## src/rtl/salamander_romreq_arbiter_if.sv

```systemverilog
// Requester and external-memory signals of the Salamander ROM request arbiter.
// The master modport is the arbiter; the slave modport is the requesters plus the memory.
interface salamander_romreq_arbiter_if;
  logic [15:0] i_PROG_ADDR;
  logic        i_PROG_RDRQ;
  logic [16:0] i_DATA_ADDR;
  logic        i_DATA_RDRQ;
  logic [14:0] i_SND_ADDR;
  logic        i_SND_RDRQ;
  logic [15:0] o_PROG_DATA;
  logic [15:0] o_DATA_DATA;
  logic [15:0] o_SND_DATA;
  logic        o_PROG_RDY;
  logic        o_DATA_RDY;
  logic        o_SND_RDY;
  logic [21:0] o_MEM_ADDR;
  logic        o_MEM_RD;
  logic        i_MEM_ACK;
  logic [15:0] i_MEM_DATA;
  logic        o_BUSY;
  logic        o_TMO_ERR;

  modport master (
    input  i_PROG_ADDR, i_PROG_RDRQ, i_DATA_ADDR, i_DATA_RDRQ, i_SND_ADDR, i_SND_RDRQ,
    input  i_MEM_ACK, i_MEM_DATA,
    output o_PROG_DATA, o_DATA_DATA, o_SND_DATA, o_PROG_RDY, o_DATA_RDY, o_SND_RDY,
    output o_MEM_ADDR, o_MEM_RD, o_BUSY, o_TMO_ERR
  );

  modport slave (
    output i_PROG_ADDR, i_PROG_RDRQ, i_DATA_ADDR, i_DATA_RDRQ, i_SND_ADDR, i_SND_RDRQ,
    output i_MEM_ACK, i_MEM_DATA,
    input  o_PROG_DATA, o_DATA_DATA, o_SND_DATA, o_PROG_RDY, o_DATA_RDY, o_SND_RDY,
    input  o_MEM_ADDR, o_MEM_RD, o_BUSY, o_TMO_ERR
  );
endinterface

```

## src/rtl/salamander_romreq_arbiter.sv

```systemverilog
// Three single-word cached ROM requesters sharing one external read port.
// Fixed priority PROG > DATA > SND, with an acknowledge timeout that fills 16'hFFFF.
module salamander_romreq_arbiter #(
  parameter logic [21:0] PROG_BASE = 22'h000000,
  parameter logic [21:0] DATA_BASE = 22'h010000,
  parameter logic [21:0] SND_BASE  = 22'h030000,
  parameter logic [7:0]  TMO_CYC   = 8'd255
) (
  input logic i_EMU_MCLK,
  input logic i_EMU_INITRST_n,
  salamander_romreq_arbiter_if.master bus
);

  typedef enum logic [1:0] {IDLE, ISSUE, WAIT} state_e;

  state_e      state_q;
  logic [15:0] progTag_q;
  logic [16:0] dataTag_q;
  logic [14:0] sndTag_q;
  logic [15:0] progData_q;
  logic [15:0] dataData_q;
  logic [15:0] sndData_q;
  logic [2:0]  valid_q;
  logic [1:0]  grant_q;
  logic [1:0]  grant_d;
  logic [16:0] addrLat_q;
  logic [16:0] addrLat_d;
  logic [21:0] memAddr_q;
  logic [21:0] memAddr_d;
  logic        memRd_q;
  logic        tmoErr_q;
  logic [7:0]  cnt_q;
  logic [2:0]  hit;
  logic [2:0]  need;
  logic        waitDone;
  logic [15:0] fillWord;

  assign hit[0] = valid_q[0] && (progTag_q == bus.i_PROG_ADDR);
  assign hit[1] = valid_q[1] && (dataTag_q == bus.i_DATA_ADDR);
  assign hit[2] = valid_q[2] && (sndTag_q == bus.i_SND_ADDR);
  assign need   = {bus.i_SND_RDRQ, bus.i_DATA_RDRQ, bus.i_PROG_RDRQ} & ~hit;

  // Ack always wins over a timeout landing on the same cycle.
  assign waitDone = bus.i_MEM_ACK || (cnt_q == TMO_CYC);
  assign fillWord = bus.i_MEM_ACK ? bus.i_MEM_DATA : 16'hFFFF;

  always_comb begin
    grant_d   = 2'd0;
    addrLat_d = {1'b0, bus.i_PROG_ADDR};
    memAddr_d = PROG_BASE + {6'b0, bus.i_PROG_ADDR};
    if (need[0]) begin
      grant_d   = 2'd0;
      addrLat_d = {1'b0, bus.i_PROG_ADDR};
      memAddr_d = PROG_BASE + {6'b0, bus.i_PROG_ADDR};
    end else if (need[1]) begin
      grant_d   = 2'd1;
      addrLat_d = bus.i_DATA_ADDR;
      memAddr_d = DATA_BASE + {5'b0, bus.i_DATA_ADDR};
    end else if (need[2]) begin
      grant_d   = 2'd2;
      addrLat_d = {2'b0, bus.i_SND_ADDR};
      memAddr_d = SND_BASE + {7'b0, bus.i_SND_ADDR};
    end
  end

  // The strobe and address are registered on the way into ISSUE so they appear during ISSUE.
  always_ff @(posedge i_EMU_MCLK or negedge i_EMU_INITRST_n) begin
    if (!i_EMU_INITRST_n) begin
      state_q    <= IDLE;
      progTag_q  <= '0;
      dataTag_q  <= '0;
      sndTag_q   <= '0;
      progData_q <= 16'hFFFF;
      dataData_q <= 16'hFFFF;
      sndData_q  <= 16'hFFFF;
      valid_q    <= '0;
      grant_q    <= '0;
      addrLat_q  <= '0;
      memAddr_q  <= '0;
      memRd_q    <= 1'b0;
      tmoErr_q   <= 1'b0;
      cnt_q      <= '0;
    end else begin
      case (state_q)
        IDLE: begin
          if (|need) begin
            grant_q   <= grant_d;
            addrLat_q <= addrLat_d;
            memAddr_q <= memAddr_d;
            memRd_q   <= 1'b1;
            state_q   <= ISSUE;
          end
        end
        ISSUE: begin
          memRd_q <= 1'b0;
          cnt_q   <= '0;
          state_q <= WAIT;
        end
        WAIT: begin
          if (waitDone) begin
            case (grant_q)
              2'd0: begin
                progData_q <= fillWord;
                progTag_q  <= addrLat_q[15:0];
                valid_q[0] <= 1'b1;
              end
              2'd1: begin
                dataData_q <= fillWord;
                dataTag_q  <= addrLat_q;
                valid_q[1] <= 1'b1;
              end
              default: begin
                sndData_q  <= fillWord;
                sndTag_q   <= addrLat_q[14:0];
                valid_q[2] <= 1'b1;
              end
            endcase
            if (!bus.i_MEM_ACK) begin
              tmoErr_q <= 1'b1;
            end
            state_q <= IDLE;
          end else begin
            cnt_q <= cnt_q + 8'd1;
          end
        end
        default: state_q <= IDLE;
      endcase
    end
  end

  assign bus.o_PROG_DATA = progData_q;
  assign bus.o_DATA_DATA = dataData_q;
  assign bus.o_SND_DATA  = sndData_q;
  assign bus.o_PROG_RDY  = bus.i_PROG_RDRQ && hit[0];
  assign bus.o_DATA_RDY  = bus.i_DATA_RDRQ && hit[1];
  assign bus.o_SND_RDY   = bus.i_SND_RDRQ && hit[2];
  assign bus.o_MEM_ADDR  = memAddr_q;
  assign bus.o_MEM_RD    = memRd_q;
  assign bus.o_BUSY      = (state_q != IDLE);
  assign bus.o_TMO_ERR   = tmoErr_q;

endmodule

```

## src/flat_wrapper.sv

```systemverilog
// flat-port wrapper written by rule: the top's interface ports become plain ports
module salamander_romreq_arbiter_flat 
#(
  parameter logic [21:0] PROG_BASE = 22'h000000,
  parameter logic [21:0] DATA_BASE = 22'h010000,
  parameter logic [21:0] SND_BASE  = 22'h030000,
  parameter logic [7:0]  TMO_CYC   = 8'd255
)
  (i_EMU_MCLK, i_EMU_INITRST_n, bus_i_PROG_ADDR, bus_i_PROG_RDRQ, bus_i_DATA_ADDR, bus_i_DATA_RDRQ, bus_i_SND_ADDR, bus_i_SND_RDRQ, bus_i_MEM_ACK, bus_i_MEM_DATA, bus_o_PROG_DATA, bus_o_DATA_DATA, bus_o_SND_DATA, bus_o_PROG_RDY, bus_o_DATA_RDY, bus_o_SND_RDY, bus_o_MEM_ADDR, bus_o_MEM_RD, bus_o_BUSY, bus_o_TMO_ERR);
  salamander_romreq_arbiter_if bus_i ();
  input logic i_EMU_MCLK;
  input logic i_EMU_INITRST_n;
  input wire logic [$bits(bus_i.i_PROG_ADDR)-1:0] bus_i_PROG_ADDR;
  input wire logic [$bits(bus_i.i_PROG_RDRQ)-1:0] bus_i_PROG_RDRQ;
  input wire logic [$bits(bus_i.i_DATA_ADDR)-1:0] bus_i_DATA_ADDR;
  input wire logic [$bits(bus_i.i_DATA_RDRQ)-1:0] bus_i_DATA_RDRQ;
  input wire logic [$bits(bus_i.i_SND_ADDR)-1:0] bus_i_SND_ADDR;
  input wire logic [$bits(bus_i.i_SND_RDRQ)-1:0] bus_i_SND_RDRQ;
  input wire logic [$bits(bus_i.i_MEM_ACK)-1:0] bus_i_MEM_ACK;
  input wire logic [$bits(bus_i.i_MEM_DATA)-1:0] bus_i_MEM_DATA;
  output wire logic [$bits(bus_i.o_PROG_DATA)-1:0] bus_o_PROG_DATA;
  output wire logic [$bits(bus_i.o_DATA_DATA)-1:0] bus_o_DATA_DATA;
  output wire logic [$bits(bus_i.o_SND_DATA)-1:0] bus_o_SND_DATA;
  output wire logic [$bits(bus_i.o_PROG_RDY)-1:0] bus_o_PROG_RDY;
  output wire logic [$bits(bus_i.o_DATA_RDY)-1:0] bus_o_DATA_RDY;
  output wire logic [$bits(bus_i.o_SND_RDY)-1:0] bus_o_SND_RDY;
  output wire logic [$bits(bus_i.o_MEM_ADDR)-1:0] bus_o_MEM_ADDR;
  output wire logic [$bits(bus_i.o_MEM_RD)-1:0] bus_o_MEM_RD;
  output wire logic [$bits(bus_i.o_BUSY)-1:0] bus_o_BUSY;
  output wire logic [$bits(bus_i.o_TMO_ERR)-1:0] bus_o_TMO_ERR;
  assign bus_i.i_PROG_ADDR = bus_i_PROG_ADDR;
  assign bus_i.i_PROG_RDRQ = bus_i_PROG_RDRQ;
  assign bus_i.i_DATA_ADDR = bus_i_DATA_ADDR;
  assign bus_i.i_DATA_RDRQ = bus_i_DATA_RDRQ;
  assign bus_i.i_SND_ADDR = bus_i_SND_ADDR;
  assign bus_i.i_SND_RDRQ = bus_i_SND_RDRQ;
  assign bus_i.i_MEM_ACK = bus_i_MEM_ACK;
  assign bus_i.i_MEM_DATA = bus_i_MEM_DATA;
  assign bus_o_PROG_DATA = bus_i.o_PROG_DATA;
  assign bus_o_DATA_DATA = bus_i.o_DATA_DATA;
  assign bus_o_SND_DATA = bus_i.o_SND_DATA;
  assign bus_o_PROG_RDY = bus_i.o_PROG_RDY;
  assign bus_o_DATA_RDY = bus_i.o_DATA_RDY;
  assign bus_o_SND_RDY = bus_i.o_SND_RDY;
  assign bus_o_MEM_ADDR = bus_i.o_MEM_ADDR;
  assign bus_o_MEM_RD = bus_i.o_MEM_RD;
  assign bus_o_BUSY = bus_i.o_BUSY;
  assign bus_o_TMO_ERR = bus_i.o_TMO_ERR;
  salamander_romreq_arbiter #(.PROG_BASE(PROG_BASE), .DATA_BASE(DATA_BASE), .SND_BASE(SND_BASE), .TMO_CYC(TMO_CYC)) u_core (.i_EMU_MCLK(i_EMU_MCLK), .i_EMU_INITRST_n(i_EMU_INITRST_n), .bus(bus_i));
endmodule
```

## config.mk

```make
export PLATFORM = sky130hd
export DESIGN_NAME = salamander_romreq_arbiter_flat
export DESIGN_NICKNAME = d
export VERILOG_FILES = /design/src/rtl/salamander_romreq_arbiter_if.sv /design/src/rtl/salamander_romreq_arbiter.sv /design/src/flat_wrapper.sv
export SDC_FILE = /design/constraint.sdc
export NUM_CORES = 1
export LEC_CHECK = 0
export ABC_AREA = 1
export CORE_UTILIZATION = 50
export DETAILED_ROUTE_END_ITERATION = 12
export PLACE_DENSITY = 0.87
export SLEW_MARGIN = 25
export SYNTH_ARGS = -nofsm -noshare
export SYNTH_HDL_FRONTEND = slang
export SYNTH_SLANG_ARGS = --single-unit
```

## constraint.sdc

```tcl
create_clock -name i_EMU_MCLK -period 2.4 [get_ports i_EMU_MCLK]
set_clock_uncertainty 0.1 [all_clocks]
set_input_delay 0.48 -clock i_EMU_MCLK [delete_from_list [all_inputs] [get_ports i_EMU_MCLK]]
set_output_delay 0.48 -clock i_EMU_MCLK [all_outputs]
set_load 0.05 [all_outputs]
```

==> results of run 1 <==
## metal layers
metal	routed length, um	part of all wire [%]	track usage (%)
met1	8000	39	34.9
met2	10200	49	50.1
met3	1830	8.8	9.51
met4	735	3.5	13.6
met5	13	0.063	0
## worst reg2reg max path: stages (launching register included)
cell	delay (ns)
sky130_fd_sc_hd__dfrtp_1	0.36
sky130_fd_sc_hd__nand2_1	0.09
sky130_fd_sc_hd__buf_4	0.13
sky130_fd_sc_hd__buf_4	0.12
sky130_fd_sc_hd__buf_4	0.13
sky130_fd_sc_hd__buf_4	0.12
sky130_fd_sc_hd__buf_4	0.12
sky130_fd_sc_hd__nand2_1	0.05
sky130_fd_sc_hd__nor2_1	0.05
sky130_fd_sc_hd__nand2_1	0.06
sky130_fd_sc_hd__nor2_1	0.04
sky130_fd_sc_hd__nand3_1	0.08
sky130_fd_sc_hd__nand2_2	0.12
sky130_fd_sc_hd__buf_4	0.17
sky130_fd_sc_hd__nand2_4	0.17
sky130_fd_sc_hd__nand2_1	0.13
sky130_fd_sc_hd__nand3_1	0.10
sky130_fd_sc_hd__nand2_1	0.05
## synth_stat cells
master,n
sky130_fd_sc_hd__a31o_2,1
sky130_fd_sc_hd__o21ai_4,1
sky130_fd_sc_hd__conb_1,1
sky130_fd_sc_hd__a21oi_1,6
sky130_fd_sc_hd__nand3_1,78
sky130_fd_sc_hd__nand3_4,1
sky130_fd_sc_hd__buf_6,8
sky130_fd_sc_hd__nand2_2,4
sky130_fd_sc_hd__dfrtp_1,84
sky130_fd_sc_hd__nor2_4,2
sky130_fd_sc_hd__nand3_2,2
sky130_fd_sc_hd__inv_2,4
sky130_fd_sc_hd__nor3_1,1
sky130_fd_sc_hd__nor4b_1,1
sky130_fd_sc_hd__clkbuf_1,9
sky130_fd_sc_hd__or2_2,20
sky130_fd_sc_hd__inv_1,99
sky130_fd_sc_hd__xnor2_1,5
sky130_fd_sc_hd__nand2_4,2
sky130_fd_sc_hd__or3_1,1
sky130_fd_sc_hd__xor2_1,4
sky130_fd_sc_hd__o21ai_1,9
sky130_fd_sc_hd__inv_4,1
sky130_fd_sc_hd__dfstp_2,48
sky130_fd_sc_hd__nand4_1,6
sky130_fd_sc_hd__nor3_4,1
sky130_fd_sc_hd__nor2_1,42
sky130_fd_sc_hd__buf_4,28
sky130_fd_sc_hd__nor2_2,2
sky130_fd_sc_hd__o22ai_1,1
sky130_fd_sc_hd__nand3b_1,1
sky130_fd_sc_hd__ha_1,1
sky130_fd_sc_hd__o21ai_0,49
sky130_fd_sc_hd__buf_2,8
sky130_fd_sc_hd__nand2_1,392
## metrics by stage
stage                     hold WS (ns)  util [%]
after floorplan                 0.0844         -
after global placement           0.281      65.5
after detailed placement         0.280      65.5
after CTS                        0.363      70.5
after global routing             0.370      71.2
final                            0.360      71.2
## final timing paths
path                                                  from                          to  slack (ns)  depth (start not counted)
worst max-delay path                   u_core.progTag_q[4]              bus_o_PROG_RDY       -0.02                          6
worst min-delay path            u_core.bus.o_PROG_DATA[10]  u_core.bus.o_PROG_DATA[10]        0.36                          2
worst max register to register         u_core.progTag_q[9]        u_core.addrLat_q[11]        0.12                         17
worst min register to register  u_core.bus.o_PROG_DATA[10]  u_core.bus.o_PROG_DATA[10]        0.36                          2
max in group asynchronous                  i_EMU_INITRST_n   u_core.bus.o_DATA_DATA[9]        1.06                          3
min in group asynchronous                  i_EMU_INITRST_n         u_core.addrLat_q[2]        0.40                          2
## registers in the layout (all words and copies together) (netlist names)
name	flops
u_core.bus.o_TMO_ERR	1
u_core.state_q	2
u_core.cnt_q	8
u_core.sndTag_q	15
u_core.bus.o_PROG_DATA	16
u_core.grant_q	2
u_core.bus.o_MEM_ADDR	2
u_core.dataTag_q	17
u_core.progTag_q	16
u_core.valid_q	3
u_core.bus.o_SND_DATA	16
u_core.bus.o_DATA_DATA	16
u_core.bus.o_MEM_RD	1
u_core.addrLat_q	17
## cell families (layout without fill, tap and decap cells)
group | count (synthesis) | after routing | synth area share (%)
AO/OA/AOI/OAI | 67 | 67 | 5.08
XOR/XNOR | 9 | 9 | 1.14
AND/OR/NAND/NOR | 556 | 556 | 33.9
other | 1 | 4 | 0.0542
adder cells (fa/ha/maj) | 1 | 1 | 0.181
buffers and inverters | 157 | 351 | 11.1
flip-flops | 132 | 132 | 48.6
## power groups by stage
| stage | sequential [mW] | combinational [mW] | clock (mW) |
|---|---|---|---|
| final | 4.33 | 5.97 | 2.50 |
| after global routing | 4.43 | 6.39 | 2.64 |
| after CTS | 4.30 | 5.89 | 2.53 |
| after detailed placement | 4.28 | 5.81 | 0 |
| after global placement | 4.27 | 5.66 | 0 |
| after floorplan | 5.64 | 2.60 | 0 |
## final cells by class
cell class,count,area share (%)
sequential,132,35.4
multi-input combinational,637,30.7
timing repair buffer,215,21.4
tap,176,2.32
inverter,104,4.16
clock inverter,9,0.658
clock buffer,23,5.37
## what timing repair did
| action | CTS | global route |
|---|---|---|
| cloned | 0 | 0 |
| endpoints found under the setup margin | 4 | 26 |
| hold buffers | 1 | 0 |
| pin swaps | 19 | 21 |
| gates resized for setup | 51 | 44 |
| buffers inserted | 9 | 2 |
| hold endpoints to repair | 15 | 0 |
==> results, run 1 <==
- The count of final max-slew check failures is 0.
- The floorplan has 42 rows.
- The H-tree was split into 4 levels.
- The switching portion of total power is 45.3%.
- The post-synthesis instance area is 6920 um^2.
- For this design the static power due to leakage is 4.92 nW.
- In this run, placement finished with an instance count of 1252.
- The post-route antenna net violation count is 0.
- By area the synthesized netlist is led by sky130_fd_sc_hd__dfrtp_1 30%, sky130_fd_sc_hd__nand2_1 21%, sky130_fd_sc_hd__dfstp_2 18%, sky130_fd_sc_hd__nand3_1 5.6%, sky130_fd_sc_hd__inv_1 5.4%.
- The tree built by TritonCTS fans out to 132 sinks.
- The unique cell type count in the Yosys netlist is 35.
- The time the worst path needs with I/O delays and setup is 2.42 ns.
- The maximum single-stage delay on the critical path is 0.37 ns.
- The internal cell power is 7.00 mW.
- Headroom to the max-slew limit came out at 47.6%.
- The total global routing track utilization is 29.9%.
- The final weighted congestion in routability-driven placement is 0.939.
- The slew at the pin closest to its max-slew limit is 0.785 ns.
- The portion of synthesized cell area occupied by the leading cell type is 30.4%.
- For the final routed database, the setup TNS stands at -0.0222 ns.
- The critical path in this run is classified as flop to output pin.
- The largest individual stage delay along the critical path comes from the cell sky130_fd_sc_hd__dfrtp_1.
- The area occupied by multi-input gates is 2920 um^2.
- The hold violation total from the final report is 0.
- The global-route wire length before repair is 32.8 mm.
- The flip-flop and latch count after synthesis is 132.
- The maximum clock frequency is 0.413 GHz.
- The final critical-path share of the clock period is 101%.
- The mean area per synthesized cell is 7.50 um^2.
- The total of endpoints with negative setup slack in the final report is 1.
- In the final routed layout, each cell accounts on average for 16.0 um.
- After detailed routing, the number of vias per cell comes to 5.17.
- The worst setup path is launched from a flop.
- The root buffer cell is sky130_fd_sc_hd__clkbuf_16.
- The CTS tree is built.
- In the synthesized netlist, the number of instances is 923.
- The post-route cell area is 9500 um^2.
- The DRC violations left is 0.
- The number of port buffers is 141.
- Sequential cells were found to cover 48.6% of the synthesized design area.
- The detailed placement HPWL is 14.4 mm.
- The clock network is responsible for 19.6% of the overall power.
- The die boundary height is 120 um.
- At the worst endpoint, the arrival time is 1.84 ns.
- Data on the critical path is required at its endpoint by 1.82 ns.
- The total power draw is 12.8 mW.
- The checks that failed: negative setup slack.
- The via count of the first global-routing pass is 6581.
- Once placement finished, the instance area stood at 8740 um^2.
- The type of the worst min-delay path is flop to flop.
- The die is 120 um wide.
- On the critical path the largest part of the delay comes from simple AND/OR/NAND/NOR gates.
- Walking the worst path, the cells encountered are inv_1, nand2_2, nand4_1, or3_4, nor4b_4, buf_12.
- Setup repair after global routing could not meet its margin everywhere.
- The number of buffers and inverters on the critical path is 2.
- The core region area is 13300 um^2.
- The worst ir drop on vdd is 1.17 mV.
- The number of top-level pins is 146.
- The final cell count without fillers is 1296.
- The register cell area after layout is 3360 um^2.
- Per report_power, the sequential group accounts for 33.8% of the total.
- The detailed router's first-iteration violation count is 616.
- The number of buffers added by the clock tree synthesis step is 17.
- The number of iterations in the first detailed-routing pass is 8.
- The largest area contributor in the netlist is sky130_fd_sc_hd__dfrtp_1.
- From synthesis to final layout, the design area changed by 37.3%.
- Clock-pin slew was measured on the worst setup and hold paths at 0.06 ns.
- The total power density per cell area is 1350 nW/um^2.
- In the final layout, the share of cells above drive strength 1 is 21.3%.
- The die footprint is 14300 um^2.
- The Yosys step of the flow raised 0 warnings.
- The most common cell after layout, fill and taps aside is sky130_fd_sc_hd__nand2_1.
- The filler cells instantiated in the layout total 1036.
- The number of violations of the max-capacitance limit is 0.
- The setup slack at placement is -0.280 ns.
- The number of antenna repair diodes is 0.
- The final layout contains 1178 nets.
- In this run, the combinational gates consume 46.6% of the power.
- The starting density of the core is 51.9%.
- The net switching power figure is 5.79 mW.
- The post-layout worst setup margin is -0.0222 ns.
- Of all nets on the critical path, the largest fanout is 2.
- The library cells used most frequently in the layout, excluding fill and tap cells, are 381 x sky130_fd_sc_hd__nand2_1, 89 x sky130_fd_sc_hd__clkdlybuf4s50_1, 85 x sky130_fd_sc_hd__inv_1, 84 x sky130_fd_sc_hd__dfrtp_1, 77 x sky130_fd_sc_hd__nand3_1.
- The number of antenna violations at the first check in global routing was 1.
- Entering global routing, the biggest net connects 50 pins.
- The total routed wirelength is 20.7 mm.
- The run finished, with violations left.
- The total overflow left after global routing is 0.
- The number of buffers between clock root and the deepest sink is 2.
- The routed layout has 6695 vias.
- Clock latency on the worst-skew pair, taken at its later pin, is 0.41 ns.
- The type of element capturing the critical path is an output pin.
Note: power is estimated with default switching activity, not from simulation.
==> run 2: changes to the inputs <==
--- a/config.mk
+++ b/config.mk
@@ -7,6 +7,7 @@
 export LEC_CHECK = 0
 export ABC_AREA = 1
 export CORE_UTILIZATION = 50
+export CTS_CLUSTER_DIAMETER = 30
 export DETAILED_ROUTE_END_ITERATION = 12
 export PLACE_DENSITY = 0.87
 export SLEW_MARGIN = 25
==> constraint.sdc (replaced) <==
create_clock -name i_EMU_MCLK -period 2.4 [get_ports i_EMU_MCLK]
set_clock_uncertainty 0.1 [all_clocks]
set_input_delay 0.36 -clock i_EMU_MCLK [delete_from_list [all_inputs] [get_ports i_EMU_MCLK]]
set_output_delay 0.36 -clock i_EMU_MCLK [all_outputs]
set_load 0.05 [all_outputs]
==> results, run 2 (synthesis gave the netlist of run 1 again) <==
- The total of endpoints with negative setup slack in the final report is 0.
- Summed over all layers, the routed wires come to 20.0 mm.
- The share of final-layout standard cells stronger than drive strength 1 is 16.0%.
- Of all nets on the critical path, the largest fanout is 2.
- The critical path goes through clkdlybuf4s50_1, inv_1, nand2_1, nand2_1, or3_1, nor4b_4, buf_12.
- The type of the worst min-delay path is primary input to flop.
- The arrival time of data at the critical path endpoint is 1.91 ns.
- At the pin with the least slew margin, the transition time is 0.825 ns.
- The initialized floorplan defines 42 standard-cell rows.
- The flow ran to the end, and the final reports show no timing, DRC or antenna violations.
- The floorplan step defined a die boundary enclosing 14300 um^2.
- Data on the critical path is required at its endpoint by 1.94 ns.
- The root buffer cell is sky130_fd_sc_hd__clkbuf_16.
- The repair_antennas step left the layout with diodes totalling 0.
- The final-layout fill cell count is 1020.
- The number of buffers added by the clock tree synthesis step is 17.
- Power spread over the standard cell area amounts to 1380 nW/um^2.
- The worst ir drop on vdd is 1.00 mV.
- The final cell count without fillers is 1260.
- The DRC violations left is 0.
- In the layout the commonest cells are 390 x sky130_fd_sc_hd__nand2_1, 127 x sky130_fd_sc_hd__clkdlybuf4s50_1, 97 x sky130_fd_sc_hd__inv_1, 84 x sky130_fd_sc_hd__dfrtp_1, 78 x sky130_fd_sc_hd__nand3_1.
- Measured along the x axis, the die boundary spans 120 um.
- The final weighted congestion in routability-driven placement is 0.926.
- The H-tree was split into 4 levels.
- The core region is 13300 um^2.
- Dividing the final minimum period by the clock period gives 98.6%.
- The maximum single-stage delay on the critical path is 0.48 ns.
- After detailed routing, the average wire length per cell comes to 15.9 um.
- Before antenna repair, the detailed router went through 5 iterations.
- The library cell used most frequently in the layout, excluding fill and tap cells, is sky130_fd_sc_hd__nand2_1.
- For the finished layout, the period the worst path requires is 2.37 ns.
- STA classifies the critical path startpoint as a primary input.
- The overflow left after global routing is 0.
- The largest registers in the layout are u_core.addrLat_q: 17 flops, u_core.dataTag_q: 17 flops.
- Setup repair after global routing could not meet its margin everywhere.
- By startpoint and endpoint, the worst setup path is classified as primary input to output pin.
- The floorplan step set the die height to 120 um.
- The type of element capturing the critical path is an output pin.
- The hold violation total from the final report is 0.
- Buffers placed on the I/O ports in this run total 141.
- The count of nets left with antenna violations once routing finished came out at 0.
- Static timing analysis puts the maximum clock frequency at 0.423 GHz.
- The first global-routing pass estimated 31.6 mm of wire.
- The number of violations of the max-capacitance limit is 0.
- The post-layout worst setup margin is 0.0337 ns.
- The via count of the first global-routing pass came to 6328.
- Routed signal wires occupy layers up through met4.
- The total power draw is 12.7 mW.
- The routed design uses 9.66 mm of met2 wire.
- Measured against its own limit, the worst slew margin works out to 45.0%.
- After clock tree synthesis, the clock-pin slew on the worst setup and hold paths is 0.06 ns.
- Registers take 3360 um^2.
- Summed over all nets, wire length on met3 after detailed routing comes to 1.75 mm.
- The core utilization of the finished layout is 69.1%.
- After detailed routing, the wire length on met1 is 7.76 mm.
- The sink count of the clock tree is 132.
- 146 I/O pins were placed.
- The most repeated library cell on the critical path is sky130_fd_sc_hd__nand2_1.
- In the final design database the tool counted 1142 nets.
- The cell count after placement is 1225.
- Among all stages on the critical path, the largest delay is contributed by sky130_fd_sc_hd__clkdlybuf4s50_1.
- Across every metal layer, demand over resource in global routing totals 28.9%.
- The detailed placement HPWL is 14.3 mm.
- The starting density of the core is 51.9%.
- The number of antenna violations at the first check in global routing is 0.
- The pin count of the biggest net entering global routing is 46.
- The detailed router placed 6526 vias in this run.
- The relative area change from synthesis to final layout is 33.3%.
- The setup slack at placement is -0.127 ns.
- The count of final max-slew check failures was 0.
- The number of buffers between clock root and the deepest sink is 2.
- The later pin in the worst-skew pair is clocked with a latency of 0.42 ns.
- In the routed layout, each cell is associated on average with a via count of 5.18.
- TritonCTS built the clock tree.
- The multi-input combinational cells in the finished layout cover a total of 2860 um^2.
- The detailed router's first-iteration violation count is 556.
- For this design the static power due to leakage is 4.67 nW.
[run 2: layout make-up]
type                            instances  area share [%]
Clock buffer                           23            5.64
Inverter                              104            4.26
Tap cell                              176            2.39
Timing Repair Buffer                  179            19.6
Multi-Input combinational cell        637            31.0
Clock inverter                          9           0.678
Sequential cell                       132            36.5
[run 2: worst paths after layout]
path | from | end | slack, ns | cells after the start
worst max-delay path | bus_i_PROG_ADDR[10] | bus_o_PROG_RDY | 0.03 | 7
worst min-delay path | bus_i_PROG_ADDR[15] | u_core.addrLat_q[15] | 0.29 | 5
worst max register to register | u_core.sndTag_q[12] | u_core.addrLat_q[8] | 0.24 | 14
worst min register to register | u_core.bus.o_DATA_DATA[12] | u_core.bus.o_DATA_DATA[12] | 0.36 | 2
max in group asynchronous | i_EMU_INITRST_n | u_core.bus.o_SND_DATA[5] | 1.08 | 3
min in group asynchronous | i_EMU_INITRST_n | u_core.sndTag_q[8] | 0.37 | 2
[run 2: metal layers]
layer | GRT usage [%] | up-vias
met5 | 0 | -
met4 | 14.0 | 0
met3 | 9.17 | 63
met2 | 48.6 | 310
met1 | 33.3 | 3035
li1 | - | 3118
[run 2: report_power, final]
group	internal, mW	switching, mW
Sequential	3.52	0.807
Clock	1.53	0.991
Combinational	1.91	3.93
[run 2: worst max-delay path: cells and delay by family]
| kind | cells | cell delay (ns) |
|---|---|---|
| buffers and inverters | 3 | 0.73 |
| and+or+nand+nor | 4 | 0.81 |
[run 2: timing repair]
action	CTS	global route
hold buffers	1	0
endpoints found under the setup margin	3	3
hold endpoints to repair	20	0
resized for setup	6	18
setup buffers	0	3
pin swaps	1	9
[run 2: stage by stage]
stage          TNS (ns)  area (um^2)  hold slack, ns
5_1_grt          -0.105         9230           0.313
4_1_cts               0         9170           0.365
2_1_floorplan         0         6940         -0.0356
6_report              0         9230           0.291
3_5_place_dp      -1.01         8550           0.294
3_3_place_gp     -0.808         8550           0.292
==> run 3: changes to the inputs <==
--- a/config.mk
+++ b/config.mk
@@ -6,10 +6,10 @@
 export NUM_CORES = 1
 export LEC_CHECK = 0
 export ABC_AREA = 1
-export CORE_UTILIZATION = 50
+export CORE_UTILIZATION = 52
 export CTS_CLUSTER_DIAMETER = 30
 export DETAILED_ROUTE_END_ITERATION = 12
-export PLACE_DENSITY = 0.87
+export PLACE_DENSITY = 0.89
 export SLEW_MARGIN = 25
 export SYNTH_ARGS = -nofsm -noshare
 export SYNTH_HDL_FRONTEND = slang
==> results, run 3 (synthesis gave the netlist of run 1 again) <==
- The total routed wirelength is 19.7 mm.
- The type of element capturing the critical path is an output pin.
- The time the worst path needs with I/O delays and setup is 2.36 ns.
- The post-route antenna net violation count is 0.
- The maximum clock frequency is 0.423 GHz.
- The area growth from synthesis to layout is 32.0%.
- The clock edge transition at the registers on the reported setup and hold paths is 0.06 ns.
- After global routing the overflow that remains totals 0.
- In the layout the commonest cells are 389 x sky130_fd_sc_hd__nand2_1, 131 x sky130_fd_sc_hd__clkdlybuf4s50_1, 94 x sky130_fd_sc_hd__inv_1, 84 x sky130_fd_sc_hd__dfrtp_1, 78 x sky130_fd_sc_hd__nand3_1.
- Routability-driven placement finished with a final weighted congestion of 0.975.
- Input and output buffers added on the ports amount to 141.
- The standby leakage power is 4.57 nW.
- The via count of the first global-routing pass is 6426.
- The largest registers in the layout are u_core.addrLat_q: 17 flops, u_core.dataTag_q: 17 flops.
- For this run, the post-layout net count is 1135.
- The library cell used most frequently in the layout, excluding fill and tap cells, is sky130_fd_sc_hd__nand2_1.
- The clock passes through at most 2 buffers.
- STA classifies the critical path startpoint as a primary input.
- The routed layout has 6503 vias.
- The die footprint is 13800 um^2.
- The repair_antennas step left the layout with diodes totalling 0.
- The slew at the pin closest to its max-slew limit is 0.815 ns.
- The core region is 12800 um^2.
- The insertion delay to the later sink of the worst-skew pair is 0.42 ns.
- The average wire per cell in the routed design is 15.7 um.
- Of all nets on the critical path, the largest fanout is 2.
- The area occupied by multi-input gates is 2860 um^2.
- The tree built by TritonCTS fans out to 132 sinks.
- The detailed placement HPWL is 14.0 mm.
- The min-delay analysis places its worst path in the category primary input to flop.
- The final critical-path share of the clock period is 98.4%.
- The number of buffers added by the clock tree synthesis step is 17.
- Setup violations remaining at the end of the flow were counted as 0.
- The number of violations of the max-capacitance limit is 0.
- The required time reported for the critical path endpoint is 1.94 ns.
- The met1 demand-to-capacity share in global routing is 35.8%.
- The hold violation total from the final report is 0.
- The number of iterations in the first detailed-routing pass is 7.
- The clock tree synthesis step divided the H-tree into 4 levels.
- The die boundary height is 117 um.
- In this run, the number of DRC markers left after iteration 0 of detailed routing was 515.
- The design draws 12.6 mW.
- The share of final-layout standard cells stronger than drive strength 1 is 15.6%.
- Data on the critical path arrives at its endpoint at 1.90 ns.
- The start-to-end type of the worst setup path is primary input to output pin.
- Power spread over the standard cell area amounts to 1380 nW/um^2.
- The layout has 964 filler cells.
- In the routed layout, each cell is associated on average with a via count of 5.21.
- The root buffer cell is sky130_fd_sc_hd__clkbuf_16.
- Global routing used 30.1% of the available tracks.
- In the final layout, flip-flops and latches occupy 3360 um^2.
- The flow ran to the end, and the final reports show no timing, DRC or antenna violations.
- The x dimension of the die is 117 um.
- The met3 usage is 8.80%.
- The DRC violations left is 0.
- Setup repair after global routing could not meet its margin everywhere.
- The number of cell rows is 41.
- The count of cells in the finished layout, fillers not included, comes to 1249.
- The layer carrying the most global-route usage is met2.
- Headroom to the max-slew limit came out at 45.6%.
- Once the floorplan was initialized, standard cells occupied 54.0% of the core.
- Entering global routing, the biggest net connects 58 pins.
- The number of top-level pins is 146.
- The number of antenna violations at the first check in global routing was 0.
- The number of placed instances, taps included, is 1215.
- The global-route wire length before repair is 31.9 mm.
- The worst-case IR drop observed on VDD is 1.01 mV.
- For met2 alone, demand over resource in global routing was 49.4%.
- TritonCTS built the clock tree.
- The count of final max-slew check failures is 0.
[run 3: repair_timing]
item,in CTS,in global routing
hold buffers,1,0
setup endpoints to repair,3,3
hold endpoints to repair,24,0
resized for setup,4,20
pin swaps,1,2
setup buffers,0,1
[run 3: final cells by class]
| cell class | count | share of cell area, % |
|---|---|---|
| Tap cell | 172 | 2.36 |
| Clock inverter | 6 | 0.411 |
| Inverter | 104 | 4.30 |
| Sequential cell | 132 | 36.8 |
| Multi-Input combinational cell | 637 | 31.3 |
| Clock buffer | 26 | 5.81 |
| Timing Repair Buffer | 172 | 19.0 |
[run 3: where the power goes]
group | leakage (nW) | total, mW | internal [mW] | switching, mW
sequential | 1.55 | 4.32 | 3.52 | 0.803
clock | 0.287 | 2.48 | 1.52 | 0.964
combinational | 2.73 | 5.82 | 1.90 | 3.92
[run 3: critical path, cell delays in order]
cell and delay (ns):
sky130_fd_sc_hd__clkdlybuf4s50_1 0.45, sky130_fd_sc_hd__nand2_1 0.14, sky130_fd_sc_hd__nand2_1 0.07, sky130_fd_sc_hd__or3_4 0.39, sky130_fd_sc_hd__nor4b_4 0.31, sky130_fd_sc_hd__buf_12 0.18
[run 3: per-layer routing]
layer | vias to the layer above | share of wire [%]
li1 | 3091 | -
met1 | 3016 | 39
met2 | 330 | 48
met3 | 66 | 8.4
met4 | 0 | 4.4
met5 | - | 0
[run 3: path summary, 6_finish.rpt]
path	start	to	slack (ns)	depth (start not counted)
setup / recovery	bus_i_PROG_ADDR[5]	bus_o_PROG_RDY	0.04	6
min in group asynchronous	i_EMU_INITRST_n	u_core.sndTag_q[5]	0.36	2
hold / removal	bus_i_PROG_ADDR[13]	u_core.addrLat_q[13]	0.21	5
max in group asynchronous	i_EMU_INITRST_n	u_core.bus.o_SND_DATA[1]	1.09	3
hold reg to reg	u_core.bus.o_DATA_DATA[12]	u_core.bus.o_DATA_DATA[12]	0.36	2
setup reg to reg	u_core.cnt_q[1]	u_core.progTag_q[2]	0.22	10
[run 3: through the flow]
step,hold slack [ns],TNS [ns],instance area (um^2),util [%],setup WS [ns]
4_1_cts,0.362,0,9070,70.8,0.00178
2_1_floorplan,-0.0356,0,6940,-,0.131
3_5_place_dp,0.276,-0.692,8490,66.2,-0.136
5_1_grt,0.253,-0.0346,9140,71.2,-0.0346
6_report,0.215,0,9140,71.2,0.0381
3_3_place_gp,0.269,-0.486,8490,66.2,-0.153
